## src/rtl/fetch_ctrl.sv

```systemverilog
// fetch_ctrl -- instruction-fetch sequencer.
//
// Owns the program counter and runs a single-outstanding request/ack
// handshake with instruction memory of arbitrary latency. A fetched word
// is presented to the IF/ID register in the cycle after its ack. It is held
// there while the consumer stalls. It is then either handed off (counted) or
// squashed by a branch. Branches that arrive while a request is in flight
// are remembered and applied when that request completes, so the request
// address never changes under an outstanding request.
//
// Every output is decoded from a register; there are no in->out paths.
//
// Ports:
//   clk, rst       clock; synchronous active-high reset
//   stall_i        downstream cannot take inst_o this cycle
//   br_en_i        one-cycle redirect pulse, target in br_target_i
//   br_target_i    redirect address (bits [1:0] forced to 0)
//   imem_req_o     memory request valid
//   imem_addr_o    request address (held until ack)
//   imem_ack_i     memory returns imem_rdata_i this cycle
//   imem_rdata_i   fetched instruction word
//   ce_o           fetch enable, low only while in reset
//   inst_valid_o   inst_o / inst_pc_o valid
//   inst_o         fetched instruction
//   inst_pc_o      address inst_o was fetched from
//   fetch_cnt_o    number of instructions handed off (wraps)
module fetch_ctrl #(
    parameter int unsigned     AW       = 32,
    parameter int unsigned     IW       = 32,
    parameter logic [AW-1:0]   RESET_PC = '0
) (
    input  logic          clk,
    input  logic          rst,
    input  logic          stall_i,
    input  logic          br_en_i,
    input  logic [AW-1:0] br_target_i,
    output logic          imem_req_o,
    output logic [AW-1:0] imem_addr_o,
    input  logic          imem_ack_i,
    input  logic [IW-1:0] imem_rdata_i,
    output logic          ce_o,
    output logic          inst_valid_o,
    output logic [IW-1:0] inst_o,
    output logic [AW-1:0] inst_pc_o,
    output logic [31:0]   fetch_cnt_o
);

    typedef enum logic [1:0] {
        S_IDLE  = 2'd0,
        S_WAIT  = 2'd1,
        S_VALID = 2'd2
    } state_e;

    state_e        state_q, state_d;
    logic [AW-1:0] pc_q, pc_d;
    logic          ce_q, ce_d;
    logic [IW-1:0] inst_q, inst_d;
    logic [AW-1:0] inst_pc_q, inst_pc_d;
    logic [31:0]   fetch_cnt_q, fetch_cnt_d;
    logic          redir_pend_q, redir_pend_d;
    logic [AW-1:0] redir_tgt_q, redir_tgt_d;

    // Branch target with the byte offset cleared, keeping pc word aligned.
    logic [AW-1:0] br_tgt_al;
    assign br_tgt_al = br_target_i & ~{{(AW-2){1'b0}}, 2'b11};

    always_comb begin
        // NOTE: every _d gets its hold value first, so no path through the
        // case below can leave a signal unassigned and infer a latch.
        state_d      = state_q;
        pc_d         = pc_q;
        ce_d         = 1'b1;
        inst_d       = inst_q;
        inst_pc_d    = inst_pc_q;
        fetch_cnt_d  = fetch_cnt_q;
        redir_pend_d = redir_pend_q;
        redir_tgt_d  = redir_tgt_q;

        unique case (state_q)
            S_IDLE: begin
                state_d = S_WAIT;
                if (br_en_i) begin
                    pc_d = br_tgt_al;
                end
            end

            S_WAIT: begin
                if (imem_ack_i) begin
                    if (br_en_i || redir_pend_q) begin
                        // Returned word belongs to the abandoned path: drop
                        // it and refetch; a same-cycle branch wins.
                        pc_d         = br_en_i ? br_tgt_al : redir_tgt_q;
                        redir_pend_d = 1'b0;
                    end else begin
                        inst_d    = imem_rdata_i;
                        inst_pc_d = pc_q;
                        pc_d      = pc_q + AW'(4);
                        state_d   = S_VALID;
                    end
                end else if (br_en_i) begin
                    // Keep the address stable; apply the target on ack.
                    redir_pend_d = 1'b1;
                    redir_tgt_d  = br_tgt_al;
                end
            end

            S_VALID: begin
                if (br_en_i) begin
                    pc_d    = br_tgt_al;
                    state_d = S_WAIT;
                end else if (!stall_i) begin
                    fetch_cnt_d = fetch_cnt_q + 32'd1;
                    state_d     = S_WAIT;
                end
            end

            default: state_d = S_IDLE;
        endcase
    end

    // NOTE: state registers use non-blocking assignments so every flop
    // samples the pre-edge values regardless of statement order.
    always_ff @(posedge clk) begin
        if (rst) begin
            state_q      <= S_IDLE;
            pc_q         <= RESET_PC;
            ce_q         <= 1'b0;
            inst_q       <= '0;
            inst_pc_q    <= '0;
            fetch_cnt_q  <= '0;
            redir_pend_q <= 1'b0;
            redir_tgt_q  <= '0;
        end else begin
            state_q      <= state_d;
            pc_q         <= pc_d;
            ce_q         <= ce_d;
            inst_q       <= inst_d;
            inst_pc_q    <= inst_pc_d;
            fetch_cnt_q  <= fetch_cnt_d;
            redir_pend_q <= redir_pend_d;
            redir_tgt_q  <= redir_tgt_d;
        end
    end

    assign imem_req_o   = (state_q == S_WAIT);
    assign imem_addr_o  = pc_q;
    assign ce_o         = ce_q;
    assign inst_valid_o = (state_q == S_VALID);
    assign inst_o       = inst_q;
    assign inst_pc_o    = inst_pc_q;
    assign fetch_cnt_o  = fetch_cnt_q;

endmodule

```

## config.mk

```make
export PLATFORM = sky130hd
export DESIGN_NAME = fetch_ctrl
export DESIGN_NICKNAME = d
export VERILOG_FILES = /design/src/rtl/fetch_ctrl.sv
export SDC_FILE = /design/constraint.sdc
export NUM_CORES = 1
export LEC_CHECK = 0
export BUFFER_PORTS_ARGS = -buffer_cell sky130_fd_sc_hd__buf_2
export CORE_MARGIN = 10
export CORE_UTILIZATION = 47
export DETAILED_ROUTE_END_ITERATION = 6
export GPL_ROUTABILITY_DRIVEN = 1
export GPL_TIMING_DRIVEN = 0
export PLACE_DENSITY = 0.76
export REMOVE_ABC_BUFFERS = 1
export SLEW_MARGIN = 20
export SYNTH_ARGS = -nofsm -noshare
export SYNTH_HDL_FRONTEND = slang
export SYNTH_SLANG_ARGS = --single-unit
```

## constraint.sdc

```tcl
create_clock -name clk -period 2.3 [get_ports clk]
set_clock_uncertainty 0.05 [all_clocks]
set_input_delay 0 -clock clk [delete_from_list [all_inputs] [get_ports clk]]
set_output_delay 0 -clock clk [all_outputs]
set_load 0.03 [all_outputs]
```

Word level (Yosys, flattened, before mapping)
Index checks and enable logic that the tools add are counted.

Output and inout port bits: 131. Logic and storage cells: 46. Input bits: 69. Register bits after elaboration: 164.

$add $sub $neg: 2. Equal/unequal tests: 7. Reduce and logical (&&, ||, !) cells: 11. Bitwise gates (word level): 4. Mux-type cells: 14.

Operator list (number): 32-bit two-way mux (4); 32-bit one-hot mux with 2 select lines (1); 32-bit by 1-bit adder with 32-bit output, second input constant (1); 32-bit by 3-bit adder with 32-bit output, second input constant (1); 3-bit AND reduction (5); 2-bit two-way mux (4); 2-bit by 1-bit inequality test with 1-bit output, second input constant (3); 2-bit one-hot mux with 3 select lines (1); 1-bit two-way mux (4); 1-bit NOT (4); 2-bit nonzero test (2); 3-bit inequality test, second input constant (1); 2-bit by 1-bit == test with 1-bit output, second input constant (1); 2-bit == test, second input constant (1); 2-bit logical NOT (1); 2-bit inequality test, second input constant (1); 2-bit AND reduction (1); 2-bit OR reduction (1); 1-bit logical OR (1).

Depth between registers and ports, before layout
Word-level depth: 4. Depth in mapped cells: 8.

Worst setup path before layout
Ideal clock, no wire load.

Kind: register to register. Start: reg pc_q[10] (netlist: imem_addr_o[10]). End: reg pc_q[31] (netlist: imem_addr_o[31]). Buffers on the path: 2. Required time: 2.134 ns. Stages on the path, launching flop included: 8. Setup slack: -0.240 ns. Arrival: 2.374 ns. Library setup time: 0.116 ns. Path through: dfxtp_1 > nand4_2 > or4_4 > buf_6 > or4_1 > buf_2 > nor4_2 > and3b_1.

Longest elaborated chain between the ends: 4.

RTL lines: start, declared (RTL line 55) `logic [AW-1:0] pc_q, pc_d;`; start signal, assigned (RTL line 135) `pc_q <= pc_d;`; 32-bit by 3-bit adder with 32-bit output (RTL line 97) `pc_d = pc_q + AW'(4);`; 32-bit two-way mux (RTL line 89) `if (br_en_i || redir_pend_q) begin`; 32-bit two-way mux (RTL line 88) `if (imem_ack_i) begin`; 32-bit one-hot mux with 2 select lines (RTL line 79) `unique case (state_q)`.

Every way passes these cells. The select of a mux whose other input is x is not followed. A chain may end at the register's enable or synchronous reset.

Final worst setup path
Start: reg pc_q[20] (netlist: imem_addr_o[20]). End: reg pc_q[31] (netlist: imem_addr_o[31]).

Same word-level chain as after synthesis.

==> results.cfg <==
[clock_tree]
cts_made_buffers = 17
clkTransAtPathRegs_ns = 0.06
cts_sinks = 164
root_buffer = clkbuf_16
cts_buffer_depth = 2
clk_latency_ns = 0.42
htree_num_levels = 4
cts_tree = built

[die]
die_area_um2 = 20900
rows = 45
fp.coreArea_um2 = 15200
ioPinCount = 200
chipWidth_um = 145
start_util_pct = 47.9
dieHeight_um = 145

[run_status]
violations = negative setup slack
status = finished, violations left

[power_and_ir_drop]
swShare_pct = 27.6
comb_power_share_pct = 13.5
seq_power_share_pct = 45.5
p_switching_mw = 1.87
power_density_nw_per_um2 = 683
p_int_mw = 4.89
irDropWorstVdd_uv = 551
p_leak_nw = 3.89
p_clk_share_pct = 41.0

[sta]
slew_viol_final = 0
finalHoldViolCount = 0
max_slew_margin_pct = 46.3
setup_tns_ns = -0.0253
setup_viol = 1
setup_slack_ns = -0.0253
tightest_slew_ns = 0.802
fin_crit_sh_pct = 101
timing.fmax_mhz = 430
layout_min_cycle_time_ns = 2.33
rsz0062_at_grt = true

[cells_and_area]
drive_gt1_share_pct = 23.7
area_growth_pct = 35.7
final_cell_mix = nand2_1, buf_2, dfxtp_1
layout_commonest_cell = nand2_1
layout.nets = 1253
fin_cells = 1384

[hold_path]
min_path_type = input pin to flop

[drt]
wl_mm = 23.8
viasPerCell = 5.50
firstDrtPassIters = 5
drt_iter0_drc = 612
antenna_left = 0
vias = 7614
wl_per_cell_um = 17.2
drc_errors = 0

[setup_path]
path_class = flop to flop
critPathSlowestCell = or4_4
max_stage_delay_ns = 0.59
crit_chain = nand3_1 > or3_2 > or4_4 > nor4_2 > and3b_1
timing.critical_path.from_type = flop
critPathRequiredTime_ns = 2.57
r2r_setup_slack_ns = -0.03
arrival_ns = 2.59
critPathMaxFanout = 7
end_kind = flop

[job]
maxCapViolations = 0

[synthesis]
synth_flop_cell = dfxtp_1
seq_area_frac_synth_pct = 45.0
netlist-cell-type-count = 63
syn_inst = 945
yosys_warnings = 0
syn_area_um2 = 7290
synthArstFlopShare_pct = 0
syn_area_per_cell_um2 = 7.71
synth_seq_cells = 164
synth_edf_count = 0

[global_routing]
antenna_found_initial = 1
grtUsageTotal_pct = 22.1
grt_pass1_wl_mm = 36.9
grt_overflow = 0
first_global_vias = 7008
grt_max_degree = 98

[placement]
gp_congestion = 0.808
dpl.cell_count = 1265
post-place-ws_ns = -0.751
hpwl_mm = 15.3
portBuffers = 197
## path summary, 6_finish.rpt
check                               startpoint                      endpoint  depth (start not counted)
setup / recovery  imem_addr_o[20]$_SDFFE_PP0P_  imem_addr_o[31]$_SDFFE_PP0P_                          5
hold / removal                         br_en_i       state_q[1]$_SDFFE_PP0P_                          2
setup reg to reg  imem_addr_o[20]$_SDFFE_PP0P_  imem_addr_o[31]$_SDFFE_PP0P_                          5
hold reg to reg     inst_pc_o[18]$_SDFFE_PP0P_    inst_pc_o[18]$_SDFFE_PP0P_                          2
## metrics by stage
stage / hold WS [ns] / utilization [%] / power (mW) / area (um2)
2_1_floorplan: 0.0191 / - / 3.54 / 6980
3_3_place_gp: 0.190 / 54.0 / 3.87 / 8200
3_5_place_dp: 0.197 / 55.2 / 3.91 / 8390
4_1_cts: 0.0200 / 64.6 / 6.79 / 9810
5_1_grt: 0.0664 / 65.0 / 7.02 / 9890
6_report: 0.0371 / 65.0 / 6.76 / 9890
## sequential cells by signal, summed over array words and instances (netlist names)
register      cells
fetch_cnt_o      32
imem_addr_o      32
inst_o           32
inst_pc_o        32
redir_tgt_q      32
state_q           2
ce_o              1
redir_pend_q      1
## synthesized netlist by cell type (3+ instances only)
cell	instances	area share, %
o21ai_0	30	2.1
a21oi_1	126	8.7
xor2_1	7	0.84
nor4_1	14	1.2
clkbuf_1	56	2.9
a2bb2oi_1	3	0.36
dfxtp_1	164	45
nand2b_1	6	0.52
nor3_1	26	1.8
a22oi_1	4	0.41
and4_1	7	0.84
nand3_1	28	1.9
a32oi_1	3	0.36
a311oi_1	3	0.36
a211oi_1	11	1.1
nand4_1	17	1.5
or2_2	3	0.26
nor2b_1	4	0.34
inv_1	20	1.0
o211ai_1	13	1.3
nand2_1	230	12
xnor2_1	25	3.0
mux2i_1	6	0.82
buf_1	5	0.26
nor2_1	59	3.0
a31oi_1	8	0.69
a221oi_1	3	0.36
and2_1	3	0.26
a311o_1	3	0.41
and3_1	7	0.60
buf_6	3	0.46
or3_1	12	1.0
## layout make-up
| class | instances | area [um2] |
|---|---|---|
| diodes | 1 | 2.50 |
| clock buffers | 21 | 480 |
| clock inverters | 11 | 103 |
| fillers | 1308 | 5310 |
| inverters | 20 | 78.8 |
| multi-input cells | 692 | 3720 |
| flip-flops and latches | 164 | 3310 |
| well taps | 188 | 235 |
| repair buffers | 287 | 1960 |
## critical path, delay by kind of cell, from the launching register on
family,cells,cell delay [ns]
AND/OR/NAND/NOR,5,1.71
flip-flops,1,0.46
## timing repair
action | CTS | global route
hold buffers | 76 | 0
pin swaps | 3 | 5
resized for setup | 15 | 12
hold endpoints to repair | 117 | 0
buffers inserted | 4 | 5
endpoints found under the setup margin | 76 | 16
gates cloned | 1 | 0
## layer usage
layer	GRT usage [%]	up-vias	share of wire [%]
li1	-	3757	-
met1	27.7	3532	42
met2	36.2	291	48
met3	5.81	34	7.9
met4	6.65	0	1.6
met5	0	-	0
## power by group through the flow
| stage | clock network [mW] | logic (mW) | registers, mW |
|---|---|---|---|
| floorplan | 0 | 0.306 | 3.24 |
| global placement | 0 | 0.751 | 3.12 |
| detailed placement | 0 | 0.787 | 3.12 |
| CTS | 2.83 | 0.895 | 3.06 |
| global route | 2.95 | 0.980 | 3.09 |
| finish | 2.77 | 0.911 | 3.07 |
## cell families after synthesis
group,after synthesis,synth area share (%)
flip-flops,164,45.0
multiplexers,7,0.979
AND/OR/NAND/NOR,431,27.0
buffers and inverters,90,5.24
adder cells (fa/ha/maj),2,0.343
XOR/XNOR,32,3.85
AO/OA/AOI/OAI,219,17.5
(Power assumes the default switching activity.)
